--- config.mk ---
export PLATFORM = sky130hd
export DESIGN_NAME = stream_width_convert_flat
export DESIGN_NICKNAME = d
export VERILOG_FILES = /design/src/rtl/stream_width_convert_if.sv /design/src/rtl/stream_width_convert.sv /design/src/flat_wrapper.sv
export SDC_FILE = /design/constraint.sdc
export NUM_CORES = 1
export LEC_CHECK = 0
export ABC_CLOCK_PERIOD_IN_PS = 1600
export BUFFER_PORTS_ARGS = -buffer_cell sky130_fd_sc_hd__buf_2
export CORE_ASPECT_RATIO = 0.75
export CORE_MARGIN = 3
export CORE_UTILIZATION = 29
export DETAILED_ROUTE_END_ITERATION = 8
export SLEW_MARGIN = 40
export SYNTH_ARGS = -nofsm -noshare
export SYNTH_HDL_FRONTEND = slang
export SYNTH_SLANG_ARGS = --single-unit
--- constraint.sdc ---
create_clock -name clk -period 1.6 [get_ports clk]
set_clock_uncertainty 0.2 [all_clocks]
set_input_delay 0.24 -clock clk [delete_from_list [all_inputs] [get_ports clk]]
set_output_delay 0.24 -clock clk [all_outputs]
set_load 0.05 [all_outputs]
--- src/rtl/stream_width_convert_if.sv ---
// Valid/ready bundle for stream_width_convert: input beat, converted output beat
// and the saturation event counter with its clear strobe.
interface stream_width_convert_if #(
   parameter int NUM_INPUTS  = 16,
   parameter int NUM_OUTPUTS = 32,
   parameter int NUM_LANES   = 1
);
   logic                             in_valid;
   logic                             in_ready;
   logic [NUM_LANES*NUM_INPUTS-1:0]  in_data;
   logic                             in_signed;
   logic                             out_valid;
   logic                             out_ready;
   logic [NUM_LANES*NUM_OUTPUTS-1:0] out_data;
   logic [NUM_LANES-1:0]             out_sat;
   logic                             sat_clr;
   logic [15:0]                      sat_count;

   // master drives the input beat and consumes the output beat
   modport master (
      output in_valid, in_data, in_signed, out_ready, sat_clr,
      input  in_ready, out_valid, out_data, out_sat, sat_count
   );

   modport slave (
      input  in_valid, in_data, in_signed, out_ready, sat_clr,
      output in_ready, out_valid, out_data, out_sat, sat_count
   );
endinterface

--- src/rtl/stream_width_convert.sv ---
// Multi-lane word width converter (extend / saturate / pass) behind a registered
// valid/ready stage with a one-beat skid so in_ready never depends on out_ready.
module stream_width_convert #(
   parameter int NUM_INPUTS  = 16,
   parameter int NUM_OUTPUTS = 32,
   parameter int NUM_LANES   = 1
) (
   input logic                   clk,
   input logic                   rst,
   stream_width_convert_if.slave bus
);
   localparam int NI = NUM_INPUTS;
   localparam int NO = NUM_OUTPUTS;
   localparam int DW = NUM_LANES * NO;

   logic [DW-1:0]        conv_data;
   logic [NUM_LANES-1:0] conv_sat;

   for (genvar gi = 0; gi < NUM_LANES; gi++) begin : g_lane
      logic [NI-1:0] x;
      assign x = bus.in_data[gi*NI +: NI];

      if (NO > NI) begin : g_widen
         assign conv_data[gi*NO +: NO] = {{(NO-NI){bus.in_signed & x[NI-1]}}, x};
         assign conv_sat[gi]           = 1'b0;
      end else if (NO == NI) begin : g_pass
         assign conv_data[gi*NO +: NO] = x;
         assign conv_sat[gi]           = 1'b0;
      end else begin : g_narrow
         logic          sgn_ovf;
         logic          uns_ovf;
         logic [NO-1:0] clamp;
         // a signed value fits only if every bit from NO-1 upward agrees
         assign sgn_ovf = (x[NI-1:NO-1] != '0) && (x[NI-1:NO-1] != '1);
         assign uns_ovf = |x[NI-1:NO];
         always_comb begin
            clamp = x[NO-1:0];
            if (bus.in_signed && sgn_ovf) begin
               clamp = {x[NI-1], {(NO-1){!x[NI-1]}}};
            end else if (!bus.in_signed && uns_ovf) begin
               clamp = '1;
            end
         end
         assign conv_data[gi*NO +: NO] = clamp;
         assign conv_sat[gi]           = bus.in_signed ? sgn_ovf : uns_ovf;
      end
   end

   logic                 in_ready_q, in_ready_d;
   logic                 out_valid_q, out_valid_d;
   logic [DW-1:0]        out_data_q, out_data_d;
   logic [NUM_LANES-1:0] out_sat_q, out_sat_d;
   logic                 skid_valid_q, skid_valid_d;
   logic [DW-1:0]        skid_data_q, skid_data_d;
   logic [NUM_LANES-1:0] skid_sat_q, skid_sat_d;
   logic [15:0]          sat_count_q, sat_count_d;
   logic [16:0]          sat_pop;
   logic [16:0]          sat_sum;
   logic                 accept;
   logic                 out_xfer;
   logic                 out_free;

   assign accept   = bus.in_valid && in_ready_q;
   assign out_xfer = out_valid_q && bus.out_ready;
   assign out_free = !out_valid_q || bus.out_ready;

   // in_ready_q == !skid_valid_q, so an accept never coincides with a full skid
   always_comb begin
      out_valid_d  = out_valid_q;
      out_data_d   = out_data_q;
      out_sat_d    = out_sat_q;
      skid_valid_d = skid_valid_q;
      skid_data_d  = skid_data_q;
      skid_sat_d   = skid_sat_q;
      if (out_free) begin
         if (skid_valid_q) begin
            out_valid_d  = 1'b1;
            out_data_d   = skid_data_q;
            out_sat_d    = skid_sat_q;
            skid_valid_d = 1'b0;
         end else if (accept) begin
            out_valid_d = 1'b1;
            out_data_d  = conv_data;
            out_sat_d   = conv_sat;
         end else begin
            out_valid_d = 1'b0;
         end
      end else if (accept) begin
         skid_valid_d = 1'b1;
         skid_data_d  = conv_data;
         skid_sat_d   = conv_sat;
      end
      in_ready_d = !skid_valid_d;
   end

   always_comb begin
      sat_pop = '0;
      for (int k = 0; k < NUM_LANES; k++) begin
         sat_pop = sat_pop + 17'(out_sat_q[k]);
      end
      sat_sum     = {1'b0, sat_count_q} + sat_pop;
      sat_count_d = sat_count_q;
      if (bus.sat_clr) begin
         sat_count_d = '0;
      end else if (out_xfer) begin
         sat_count_d = sat_sum[16] ? 16'hFFFF : sat_sum[15:0];
      end
   end

   always_ff @(posedge clk) begin
      if (rst) begin
         in_ready_q   <= 1'b0;
         out_valid_q  <= 1'b0;
         out_data_q   <= '0;
         out_sat_q    <= '0;
         skid_valid_q <= 1'b0;
         skid_data_q  <= '0;
         skid_sat_q   <= '0;
         sat_count_q  <= '0;
      end else begin
         in_ready_q   <= in_ready_d;
         out_valid_q  <= out_valid_d;
         out_data_q   <= out_data_d;
         out_sat_q    <= out_sat_d;
         skid_valid_q <= skid_valid_d;
         skid_data_q  <= skid_data_d;
         skid_sat_q   <= skid_sat_d;
         sat_count_q  <= sat_count_d;
      end
   end

   assign bus.in_ready  = in_ready_q;
   assign bus.out_valid = out_valid_q;
   assign bus.out_data  = out_data_q;
   assign bus.out_sat   = out_sat_q;
   assign bus.sat_count = sat_count_q;
endmodule

--- src/flat_wrapper.sv ---
// flat-port wrapper written by rule: the top's interface ports become plain ports
module stream_width_convert_flat 
#(
   parameter int NUM_INPUTS  = 16,
   parameter int NUM_OUTPUTS = 32,
   parameter int NUM_LANES   = 1
)
  (clk, rst, bus_in_valid, bus_in_data, bus_in_signed, bus_out_ready, bus_sat_clr, bus_in_ready, bus_out_valid, bus_out_data, bus_out_sat, bus_sat_count);
  stream_width_convert_if #(.NUM_INPUTS(NUM_INPUTS), .NUM_OUTPUTS(NUM_OUTPUTS), .NUM_LANES(NUM_LANES)) bus_i ();
  input logic clk;
  input logic rst;
  input wire logic [$bits(bus_i.in_valid)-1:0] bus_in_valid;
  input wire logic [$bits(bus_i.in_data)-1:0] bus_in_data;
  input wire logic [$bits(bus_i.in_signed)-1:0] bus_in_signed;
  input wire logic [$bits(bus_i.out_ready)-1:0] bus_out_ready;
  input wire logic [$bits(bus_i.sat_clr)-1:0] bus_sat_clr;
  output wire logic [$bits(bus_i.in_ready)-1:0] bus_in_ready;
  output wire logic [$bits(bus_i.out_valid)-1:0] bus_out_valid;
  output wire logic [$bits(bus_i.out_data)-1:0] bus_out_data;
  output wire logic [$bits(bus_i.out_sat)-1:0] bus_out_sat;
  output wire logic [$bits(bus_i.sat_count)-1:0] bus_sat_count;
  assign bus_i.in_valid = bus_in_valid;
  assign bus_i.in_data = bus_in_data;
  assign bus_i.in_signed = bus_in_signed;
  assign bus_i.out_ready = bus_out_ready;
  assign bus_i.sat_clr = bus_sat_clr;
  assign bus_in_ready = bus_i.in_ready;
  assign bus_out_valid = bus_i.out_valid;
  assign bus_out_data = bus_i.out_data;
  assign bus_out_sat = bus_i.out_sat;
  assign bus_sat_count = bus_i.sat_count;
  stream_width_convert #(.NUM_INPUTS(NUM_INPUTS), .NUM_OUTPUTS(NUM_OUTPUTS), .NUM_LANES(NUM_LANES)) u_core (.clk(clk), .rst(rst), .bus(bus_i));
endmodule
Word level (Yosys, flattened, before mapping)
Index checks and enable logic that the tools add are counted.
W data, S select, Z words.
Word-level totals
  register bits after elaboration: 69
  input bits: 22
Cells by class
  add/subtract/negate cells: 1
  muxes and demuxes: 9
  bitwise logic cells: 2
  reduce and logical (&&, ||, !) cells: 9
Operator list (count)
  $mux W32: 2
  $add A16 B1 Y17: 1
  $mux W16: 1
  $mux W1: 6
  $reduce_and A2 Y1: 2
  $logic_and A1 B1 Y1: 2
  $logic_not A1 Y1: 2
  $reduce_bool A2 Y1: 1
  $reduce_or A2 Y1: 1
  $and A1 B1 Y1: 1
  $logic_or A1 B1 Y1: 1
  $not A1 Y1: 1

Logic depth before layout (Yosys ltp)
Gate-level depths: netlist of the first run.
  depth after elaboration: 4
  gate-level depth with buffers: 6

Worst setup path after synthesis of the first run
No wires, ideal clock.
  path kind: reg2reg
  start point: register u_core.in_ready_q, in the netlist u_core.bus.in_ready
  end point: register u_core.out_data_q[10], in the netlist u_core.bus.out_data[10]
  data arrival time: 1.521 ns
  setup slack: -0.201 ns
  stages on the path, launching flop included: 6
  path buffers: 2
  cells stage by stage: dfxtp_1 > a21o_1 > buf_6 > clkbuf_1 > a21oi_1 > a211oi_2
Between the ends
  longest elaborated chain between the ends: 3
Ends and longest elaborated chain
  start, declared: line stream_width_convert.sv:49  | logic in_ready_q, in_ready_d;
  start signal, assigned: line stream_width_convert.sv:121  | in_ready_q <= in_ready_d;
  $logic_and A1 B1 Y1: line stream_width_convert.sv:63  | assign accept = bus.in_valid && in_ready_q;
  $reduce_bool A2 Y1 (no line)
  $reduce_and A2 Y1 (no line)
  end signal, assigned: line stream_width_convert.sv:123  | out_data_q <= out_data_d;
  end, declared: line stream_width_convert.sv:51  | logic [DW-1:0] out_data_q, out_data_d;
No other way between the ends.
A chain may end at the register's enable or synchronous reset.

==> key figures, run 1 <==
Floorplanning
  • Initial Utilization: between 30% and 40%
  • Die width: a little under 100 um
  • IO Pins: between 70 and 80
  • Core area: 5890 um^2
  • Die span in y: 73.9 um
  • Full die area: slightly above 7000 um^2
  • Row cnt: 24

Cells and area
  • FILL cells: 611
  • Area growth from synthesis to layout: 17.3%
  • Fin util: between 30% and 40%
  • Share of cells above drive strength 1: 34.0%
  • N_diodes: 0
  • Nets: 262

Synth
  • Cell type with the highest aggregate area in the netlist: dfxtp_1
  • Synth Area per Inst: around 9.0 um^2
  • Synth cell types: 22
  • Register area share after synthesis: 41.5%
  • Yosys top cell area share: just over 40%
  • Flops & latches, synth: 37
  • Post-synth design cell area: 1780 um^2
  • Post-synthesis cell count: between 150 and 200
  • Ys Warns: 0
  • Synth area leaders: dfxtp_1 (42%), buf_4 (14%), a21oi_1 (10%)

Route
  • Routed Antenna Nets: 0
  • DRC: 0
  • WL final: 4050 um
  • Drt wl/cell: ~13 um
  • DRT iter0 DRCs: 33
  • DR vias: around 1400
  • DR vias/cell: 4.35
  • First-pass detailed-route iteration total: 6

Worst setup path
  • Slowest stage cell on the critical path: dfxtp_2
  • CP max FO: 17
  • Setup CP Type: flop to output port
  • Crit path buffers/inverters: 1
  • Worst setup SP type: flop
  • Crit path launch: u_core.bus.out_data[30]
  • Arrival time at the worst endpoint: about 1000 ps
  • Max stage delay on crit path: roughly 450 ps
  • Reg-to-Reg Start: u_core.bus.in_ready
  • Crit path max-delay family: flip-flops
  • Crit end category: output port
  • CP required: roughly 1200 ps
  • Cell chain of the critical path: buf_2

Clocking
  • Clock tree root driver cell: clkbuf_8
  • Number of CTS-inserted buffers: 5
  • Skew-Pair Late Insertion Delay: around 280 ps
  • Clock Tree Buf Depth: 2
  • H-tree depth: 2
  • Clock sinks: 37
  • Reg clk slew, reported paths: 70 ps
  • CTS tree: yes

Timing
  • Setup WS post-layout: 124 ps
  • Slew Limit Fails: 0
  • Sum Neg Setup Slack: 0 ps
  • Unrepaired setup endpoints after global routing: no
  • Final Hold Violating Endpoints: 0
  • Achievable clock frequency: 0.677 GHz
  • Setup Viol. Count Final: 0
  • Period utilisation layout: between 90% and 100%
  • Clock period minus final worst setup slack: roughly 1500 ps

Flow run
  • Max-Cap Viols: 0

Placement
  • Hpwl dp: roughly 2900 um
  • Port bufs: 54
  • Dpl ws: 211 ps
  • GPL Wtd Cong: ~0.7

Global routing
  • Remaining global-route overflow: 0
  • First-pass GRT wire length: about 6400 um
  • Initial antenna violation count: 0
  • Vias in the first global route: around 1300
  • Pin count of the biggest net entering global routing: 38
  • GRT Overall Usage: 11.7%

Power
  • P_leak: 0.849 nW
  • Pwr Density: 1030 nW/um^2
  • Peak supply drop: roughly 280 uV

Outcome
  • Status: complete, no violations

Min path
  • Min-delay src: bus_in_data[1]
  • Worst Hold Class: primary input to flop
logic make-up after synthesis:
group | Yosys count | synth area share (%)
AO/OA/AOI/OAI | 54 | 20.5
buffers and inverters | 47 | 18.3
AND/OR/NAND/NOR | 43 | 10.4
flip-flops | 37 | 41.5
multiplexers | 16 | 8.98
other | 1 | 0.210
sequential cells by signal, summed over array words and instances (netlist names):
name,flops
u_core.bus.in_ready,1
u_core.bus.out_data,17
u_core.skid_valid_q,1
u_core.skid_data_q,17
u_core.bus.out_valid,1
path summary, 6_finish.rpt:
path                            endpoint  cells past startpoint  slack [ps]
setup / recovery        bus_out_data[27]                      1         120
hold / removal     u_core.skid_data_q[1]                      3          10
setup reg to reg  u_core.bus.out_data[4]                      3         280
hold reg to reg   u_core.skid_data_q[14]                      2         260
report_power, final:
part / total, W / internal, W / switching, W
Sequential: 0.000987 / 0.000961 / 0.0000259
Clock: 0.000610 / 0.000309 / 0.000301
Combinational: 0.000549 / 0.000125 / 0.000424
Total: 0.00215 / 0.00140 / 0.000751
synth_stat cells (all sizes together):
cell and count:
a311oi 1, nand2 34, and2 1, clkbuf 6
a21oi 36, nor2 2, buf 41, mux2i 16
nor3 1, nand3 1, dfxtp 37, and4b 1
a211oi 16, conb 1, a21o 1, nand2b 1
nand4b 1, nand3b 1
cell usage in the layout, fill, tap and decap left out:
master | Yosys | final
a211oi_1 | 6 | 6
dlygate4sd3_1 | 0 | 3
and4b_1 | 1 | 1
conb_1 | 1 | 17
nand4b_1 | 1 | 1
nand2_1 | 34 | 34
nand3_1 | 1 | 1
a211oi_2 | 10 | 10
nor3_1 | 1 | 1
nand3b_1 | 1 | 1
a21o_1 | 1 | 1
clkbuf_1 | 6 | 3
nor2_1 | 2 | 2
a21oi_1 | 36 | 36
mux2i_1 | 16 | 16
buf_2 | 3 | 54
dfxtp_2 | 0 | 3
buf_12 | 0 | 2
a311oi_1 | 1 | 1
clkbuf_8 | 0 | 5
buf_4 | 33 | 7
dfxtp_1 | 37 | 34
and2_4 | 1 | 1
nand2b_1 | 1 | 1
stage by stage:
step / cells / cell area (um^2) / hold slack (ps) / total power (W)
final: 319 / 2090 / 9.76 / 0.00215
after global routing: 319 / 2090 / 11.5 / 0.00225
after CTS: 318 / 2080 / 0.348 / 0.00217
after detailed placement: 308 / 1980 / 248 / 0.00155
after global placement: 308 / 1980 / 241 / 0.00155
after floorplan: 214 / 1850 / 176 / 0.00150
routing by layer:
metal	global-route usage (%)	vias to the layer above	wire (um)
li1	-	714	-
met1	16.8	633	2070
met2	16.6	38	1700
met3	4.25	2	262
met4	3.27	0	17
met5	0	-	0
repair_timing:
item / CTS / global route
hold buffers: 2 / 1
buffers inserted: 0 / 0
hold endpoints to repair: 2 / 1
resized for setup: 0 / 0
endpoints found under the setup margin: 0 / 0
area by class of cell:
cell class,instances,area (um^2),share of cell area (%)
Multi-Input combinational cell,130,777,37.1
Sequential cell,37,744,35.6
Timing Repair Buffer,66,393,18.8
Clock buffer,8,80.1,3.83
Tap cell,78,97.6,4.67
No activity file was read; power rests on OpenSTA's default activity.
==> run 2, diff against run 1 <==
--- a/config.mk
+++ b/config.mk
@@ -8,8 +8,10 @@
 export ABC_CLOCK_PERIOD_IN_PS = 1600
 export BUFFER_PORTS_ARGS = -buffer_cell sky130_fd_sc_hd__buf_2
+export CAP_MARGIN = 20
 export CORE_ASPECT_RATIO = 0.75
 export CORE_MARGIN = 3
 export CORE_UTILIZATION = 29
 export DETAILED_ROUTE_END_ITERATION = 8
+export GPL_ROUTABILITY_DRIVEN = 0
 export SLEW_MARGIN = 40
 export SYNTH_ARGS = -nofsm -noshare
==> constraint.sdc (replaced) <==
create_clock -name clk -period 1.6 [get_ports clk]
set_clock_uncertainty 0.2 [all_clocks]
set_input_delay 0.08 -clock clk [delete_from_list [all_inputs] [get_ports clk]]
set_output_delay 0.08 -clock clk [all_outputs]
set_load 0.05 [all_outputs]
==> run 2 against run 1 <==
Against the previous run: wire length increased by 4.6%; worst hold slack improved by 34 ps; fmax increased by 2.1%; combinational power increased by 4.9%; first-iteration DRC count increased by 30%; total power increased by 3.0%; sequential power about the same; design area increased by 7.4%; via count increased by 7.2%; worst setup slack improved by 30 ps; non-clock buffer count increased by 18.
==> key figures, run 2 (same netlist as run 1, synthesis figures left out) <==
Outcome
  • Status: complete, no violations

Global routing
  • Remaining global-route overflow: 0
  • GRT Overall Usage: 12.1%
  • Pin count of the biggest net entering global routing: 27
  • Initial antenna violation count: 0
  • Vias in the first global route: 1275
  • First-pass GRT wire length: approximately 6500 um

Floorplanning
  • Core area: between 5000 and 6000 um^2
  • Row cnt: 24
  • Initial Utilization: around 30%
  • Die width: 96.6 um
  • IO Pins: between 70 and 80
  • Die span in y: approximately 74 um
  • Full die area: between 7000 and 8000 um^2

Worst setup path
  • Slowest stage cell on the critical path: dlygate4sd3_1
  • R2r worst-path depth: 3
  • CP max FO: 17
  • Setup CP Type: primary input to flop
  • Crit path launch: bus_in_valid
  • Reg-to-Reg Start: u_core.bus.in_ready
  • Max stage delay on crit path: approximately 530 ps
  • Crit end category: flop
  • R2r setup slk: roughly 280 ps
  • Worst setup SP type: primary input
  • Cell chain of the critical path: dlygate4sd3_1 > buf_2 > a21o_1 > and2_4 > a311oi_1
  • Crit path max-delay family: buffers and inverters
  • Arrival time at the worst endpoint: ~1400 ps
  • CP required: approximately 1600 ps
  • Crit path buffers/inverters: 2
  • FF-to-FF End: u_core.bus.out_data[30]

Timing
  • Sum Neg Setup Slack: 0 ps
  • Achievable clock frequency: just under 0.7 GHz
  • Setup Viol. Count Final: 0
  • Unrepaired setup endpoints after global routing: no
  • Final Hold Violating Endpoints: 0
  • Slew Limit Fails: 0
  • Slew @ Worst Pin: roughly 520 ps
  • Slew Limit Headroom: around 66%
  • Period utilisation layout: 90.4%
  • Clock period minus final worst setup slack: 1450 ps
  • Setup WS post-layout: ~150 ps

Clocking
  • Skew-Pair Late Insertion Delay: about 290 ps
  • Reg clk slew, reported paths: ~70 ps
  • Clock sinks: 37
  • CTS tree: yes
  • Setup repair bufs after CTS: 0
  • H-tree depth: 2
  • Clock Tree Buf Depth: 2
  • Number of CTS-inserted buffers: 5
  • Clock tree root driver cell: clkbuf_8

Route
  • Routed Antenna Nets: 0
  • Drt wl/cell: 12.6 um
  • DRT iter0 DRCs: 43
  • DR vias: 1487
  • WL final: 4240 um
  • DRC: 0
  • DR vias/cell: 4.41
  • First-pass detailed-route iteration total: 4

Flow run
  • Max-Cap Viols: 0

Placement
  • Port bufs: 54
  • Hpwl dp: 2850 um
  • Dpl ws: 287 ps

Power
  • Clock share of power: between 20 and 30%
  • P_leak: about 0.92 nW
  • Switching share of power: between 30 and 40%
  • Peak supply drop: 268 uV
  • Switching pwr: ~0.0008 W
  • Internal power: roughly 0.0014 W
  • Pwr Density: around 980 nW/um^2
  • Logic pwr share: about a quarter
  • Seq pwr share: 44.6%

Cells and area
  • Area growth from synthesis to layout: 25.9%
  • FILL cells: just over 600
  • Commonest cells after routing, fill and taps aside: buf_2 (54), a21oi_1 (36), nand2_1 (34), dfxtp_1 (34), dlygate4sd3_1 (18)
  • Nets: 280
  • Commonest non-fill, non-tap cell in the layout: buf_2
  • Fin util: a little under two fifths
  • Share of cells above drive strength 1: 33.6%
  • N_diodes: 0

Min path
  • Hold path cells: 2
  • Worst Hold Class: primary input to flop
  • Min-delay src: rst
  • Hold worst-path end: u_core.bus.in_ready
==> run 2: area by class of cell <==
type	instances	area, um^2	share of cell area (%)
multi-input cells	130	777	34.6
flip-flops and latches	37	744	33.1
well taps	78	97.6	4.34
clock inverters	2	15.0	0.668
clock buffers	6	72.6	3.23
repair buffers	84	541	24.1
==> run 2: how the worst max path moves through the flow <==
stage / to / cells past startpoint / slack, ps
2_1_floorplan: u_core.bus.out_data[10] / 6 / 40
3_3_place_gp: u_core.bus.out_data[30] / 3 / 310
3_5_place_dp: u_core.bus.out_data[30] / 3 / 290
4_1_cts: bus_out_data[27] / 1 / 80
5_1_grt: u_core.bus.out_data[5] / 5 / 70
6_report: u_core.bus.out_data[30] / 5 / 150
==> run 2: repair_timing <==
action,4_1_cts,5_1_grt
resized for setup,0,1
hold endpoints to repair,36,0
endpoints found under the setup margin,0,16
hold buffers,18,0
==> run 2: through the flow <==
stage / area (um^2) / std cells / hold WS, ps / total power, W
floorplan: 1850 / 214 / 16.0 / 0.00150
global placement: 1980 / 311 / 135 / 0.00155
detailed placement: 1980 / 311 / 139 / 0.00155
CTS: 2250 / 337 / 43.3 / 0.00223
global route: 2250 / 337 / 99.7 / 0.00231
finish: 2250 / 337 / 44.1 / 0.00221
==> run 2: power by group through the flow <==
stage	registers, W	clock network [W]	logic (W)
global placement	0.00101	0	0.000542
CTS	0.000985	0.000671	0.000578
floorplan	0.00112	0	0.000376
finish	0.000985	0.000649	0.000576
global route	0.000992	0.000704	0.000612
detailed placement	0.00101	0	0.000544
==> run 2: layer usage <==
metal | GRT usage, % | up-vias | part of all wire (%)
met4 | 3.58 | 0 | 1.1
met1 | 16.1 | 687 | 47
li1 | - | 753 | -
met2 | 18.3 | 41 | 45
met3 | 4.65 | 6 | 7.2
met5 | 0 | - | 0
==> run 3, diff against run 2 <==
==> constraint.sdc (replaced) <==
create_clock -name clk -period 1.6 [get_ports clk]
set_clock_uncertainty 0.2 [all_clocks]
set_input_delay 0.16 -clock clk [delete_from_list [all_inputs] [get_ports clk]]
set_output_delay 0.16 -clock clk [all_outputs]
set_load 0.05 [all_outputs]
==> run 3 against run 2 <==
Against the previous run: first-iteration DRC count decreased by 2.3%; core utilization down 0.32 points; die area unchanged; worst hold slack better by 7.2 ps; critical path type is now flop to output port; highest routed layer unchanged.
==> key figures, run 3 (same netlist as run 1, synthesis figures left out) <==
Global routing
  • Pin count of the biggest net entering global routing: 21
  • GRT busiest layer: met2
  • Vias in the first global route: 1355
  • Met1 GRT Util: between 15 and 20%
  • GRT Overall Usage: about 12%
  • Initial antenna violation count: 0
  • First-pass GRT wire length: 6690 um
  • Remaining global-route overflow: 0
  • GRT met2 Usage: around 18%
  • Met3 capacity usage during global routing: under 10%

Route
  • DR vias/cell: about 4.4
  • Drt wl/cell: about 12 um
  • DRC: 0
  • WL final: 4100 um
  • DR vias: ~1500
  • First-pass detailed-route iteration total: 6
  • Routed Antenna Nets: 0
  • DRT iter0 DRCs: between 40 and 50

Worst setup path
  • Crit path max-delay family: flip-flops
  • CP required: 1240 ps
  • Cell chain of the critical path: buf_2
  • Max stage delay on crit path: 460 ps
  • Arrival time at the worst endpoint: between 1000 and 1500 ps
  • Worst setup SP type: flop
  • Crit end category: output port
  • Crit path buffers/inverters: 1
  • Setup CP Type: flop to output port
  • CP max FO: 17
  • Slowest stage cell on the critical path: dfxtp_2

Cells and area
  • N_diodes: 0
  • Share of cells above drive strength 1: between 30% and 40%
  • Commonest cells after routing, fill and taps aside: buf_2 (54), a21oi_1 (36), nand2_1 (34), dfxtp_1 (34)
  • Area growth from synthesis to layout: 24.9%
  • Reg area: roughly 740 um^2
  • Area of the multi-input gates: 777 um^2
  • FILL cells: 630
  • Fin util: 37.9%
  • Nets: 278
  • Commonest non-fill, non-tap cell in the layout: buf_2

Min path
  • Worst Hold Class: primary input to flop

Clocking
  • Clock Tree Buf Depth: 2
  • Number of CTS-inserted buffers: 5
  • CTS tree: yes
  • Clock sinks: 37
  • Clock tree root driver cell: clkbuf_8
  • Skew-Pair Late Insertion Delay: 290 ps
  • H-tree depth: 2
  • Reg clk slew, reported paths: about 70 ps

Placement
  • Port bufs: 54
  • Hpwl dp: about 2900 um

Timing
  • Setup Viol. Count Final: 0
  • Unrepaired setup endpoints after global routing: no
  • Achievable clock frequency: a little over 0.7 GHz
  • Period utilisation layout: about nine tenths
  • Final Hold Violating Endpoints: 0
  • Sum Neg Setup Slack: 0 ps
  • Slew Limit Fails: 0
  • Clock period minus final worst setup slack: approximately 1400 ps

Power
  • P_leak: ~0.91 nW
  • Peak supply drop: 266 uV
  • Pwr Density: roughly 1000 nW/um^2

Floorplanning
  • Core area: between 5000 and 6000 um^2
  • Die width: between 90 and 100 um
  • IO Pins: 73
  • Full die area: between 7000 and 8000 um^2
  • Row cnt: 24
  • Initial Utilization: a little under a third
  • Die span in y: approximately 74 um

Flow run
  • Max-Cap Viols: 0

Outcome
  • Status: complete, no violations
[run 3: layout make-up]
cell class                      instances  area share [%]
Tap cell                               78            4.38
Sequential cell                        37            33.4
Multi-Input combinational cell        130            34.9
Clock buffer                            7            3.87
Timing Repair Buffer                   82            23.5
[run 3: routing by layer]
metal,up-vias,routed length (um),part of all wire (%)
met3,7,305,7.4
met4,0,46,1.1
met1,667,1910,47
met5,-,0,0
li1,742,-,-
met2,42,1830,45
[run 3: where the power goes]
part	leakage (nW)	internal, W	switching [W]	total (W)
registers	0.303	0.000961	0.0000252	0.000986
clock network	0.0443	0.000342	0.000308	0.000649
logic	0.567	0.000146	0.000427	0.000572
total	0.914	0.00145	0.000760	0.00221
[run 3: path summary, 6_finish.rpt]
kind                                 from                     end  slack (ps)  depth (start not counted)
setup / recovery  u_core.bus.out_data[30]        bus_out_data[27]         180                          1
hold / removal               bus_in_valid     u_core.bus.in_ready          50                          4
setup reg to reg      u_core.skid_valid_q  u_core.bus.out_data[1]         270                          3
hold reg to reg     u_core.skid_data_q[5]   u_core.skid_data_q[5]         260                          2
[run 3: metrics by stage]
stage	power [W]	hold WS (ps)	area, um^2	setup slack [ps]	std cells
after detailed placement	0.00155	222	1970	284	310
after CTS	0.00224	42.5	2230	0.128	334
after global placement	0.00155	213	1970	285	310
final	0.00221	51.3	2230	180	334
after floorplan	0.00150	96.0	1850	38.0	214
after global routing	0.00231	65.4	2230	78.6	334
[run 3: repair_timing]
action | in CTS | in global routing
hold buffers | 17 | 0
setup buffers | 0 | 0
setup endpoints to repair | 0 | 16
hold endpoints to repair | 18 | 0
gates resized for setup | 0 | 1
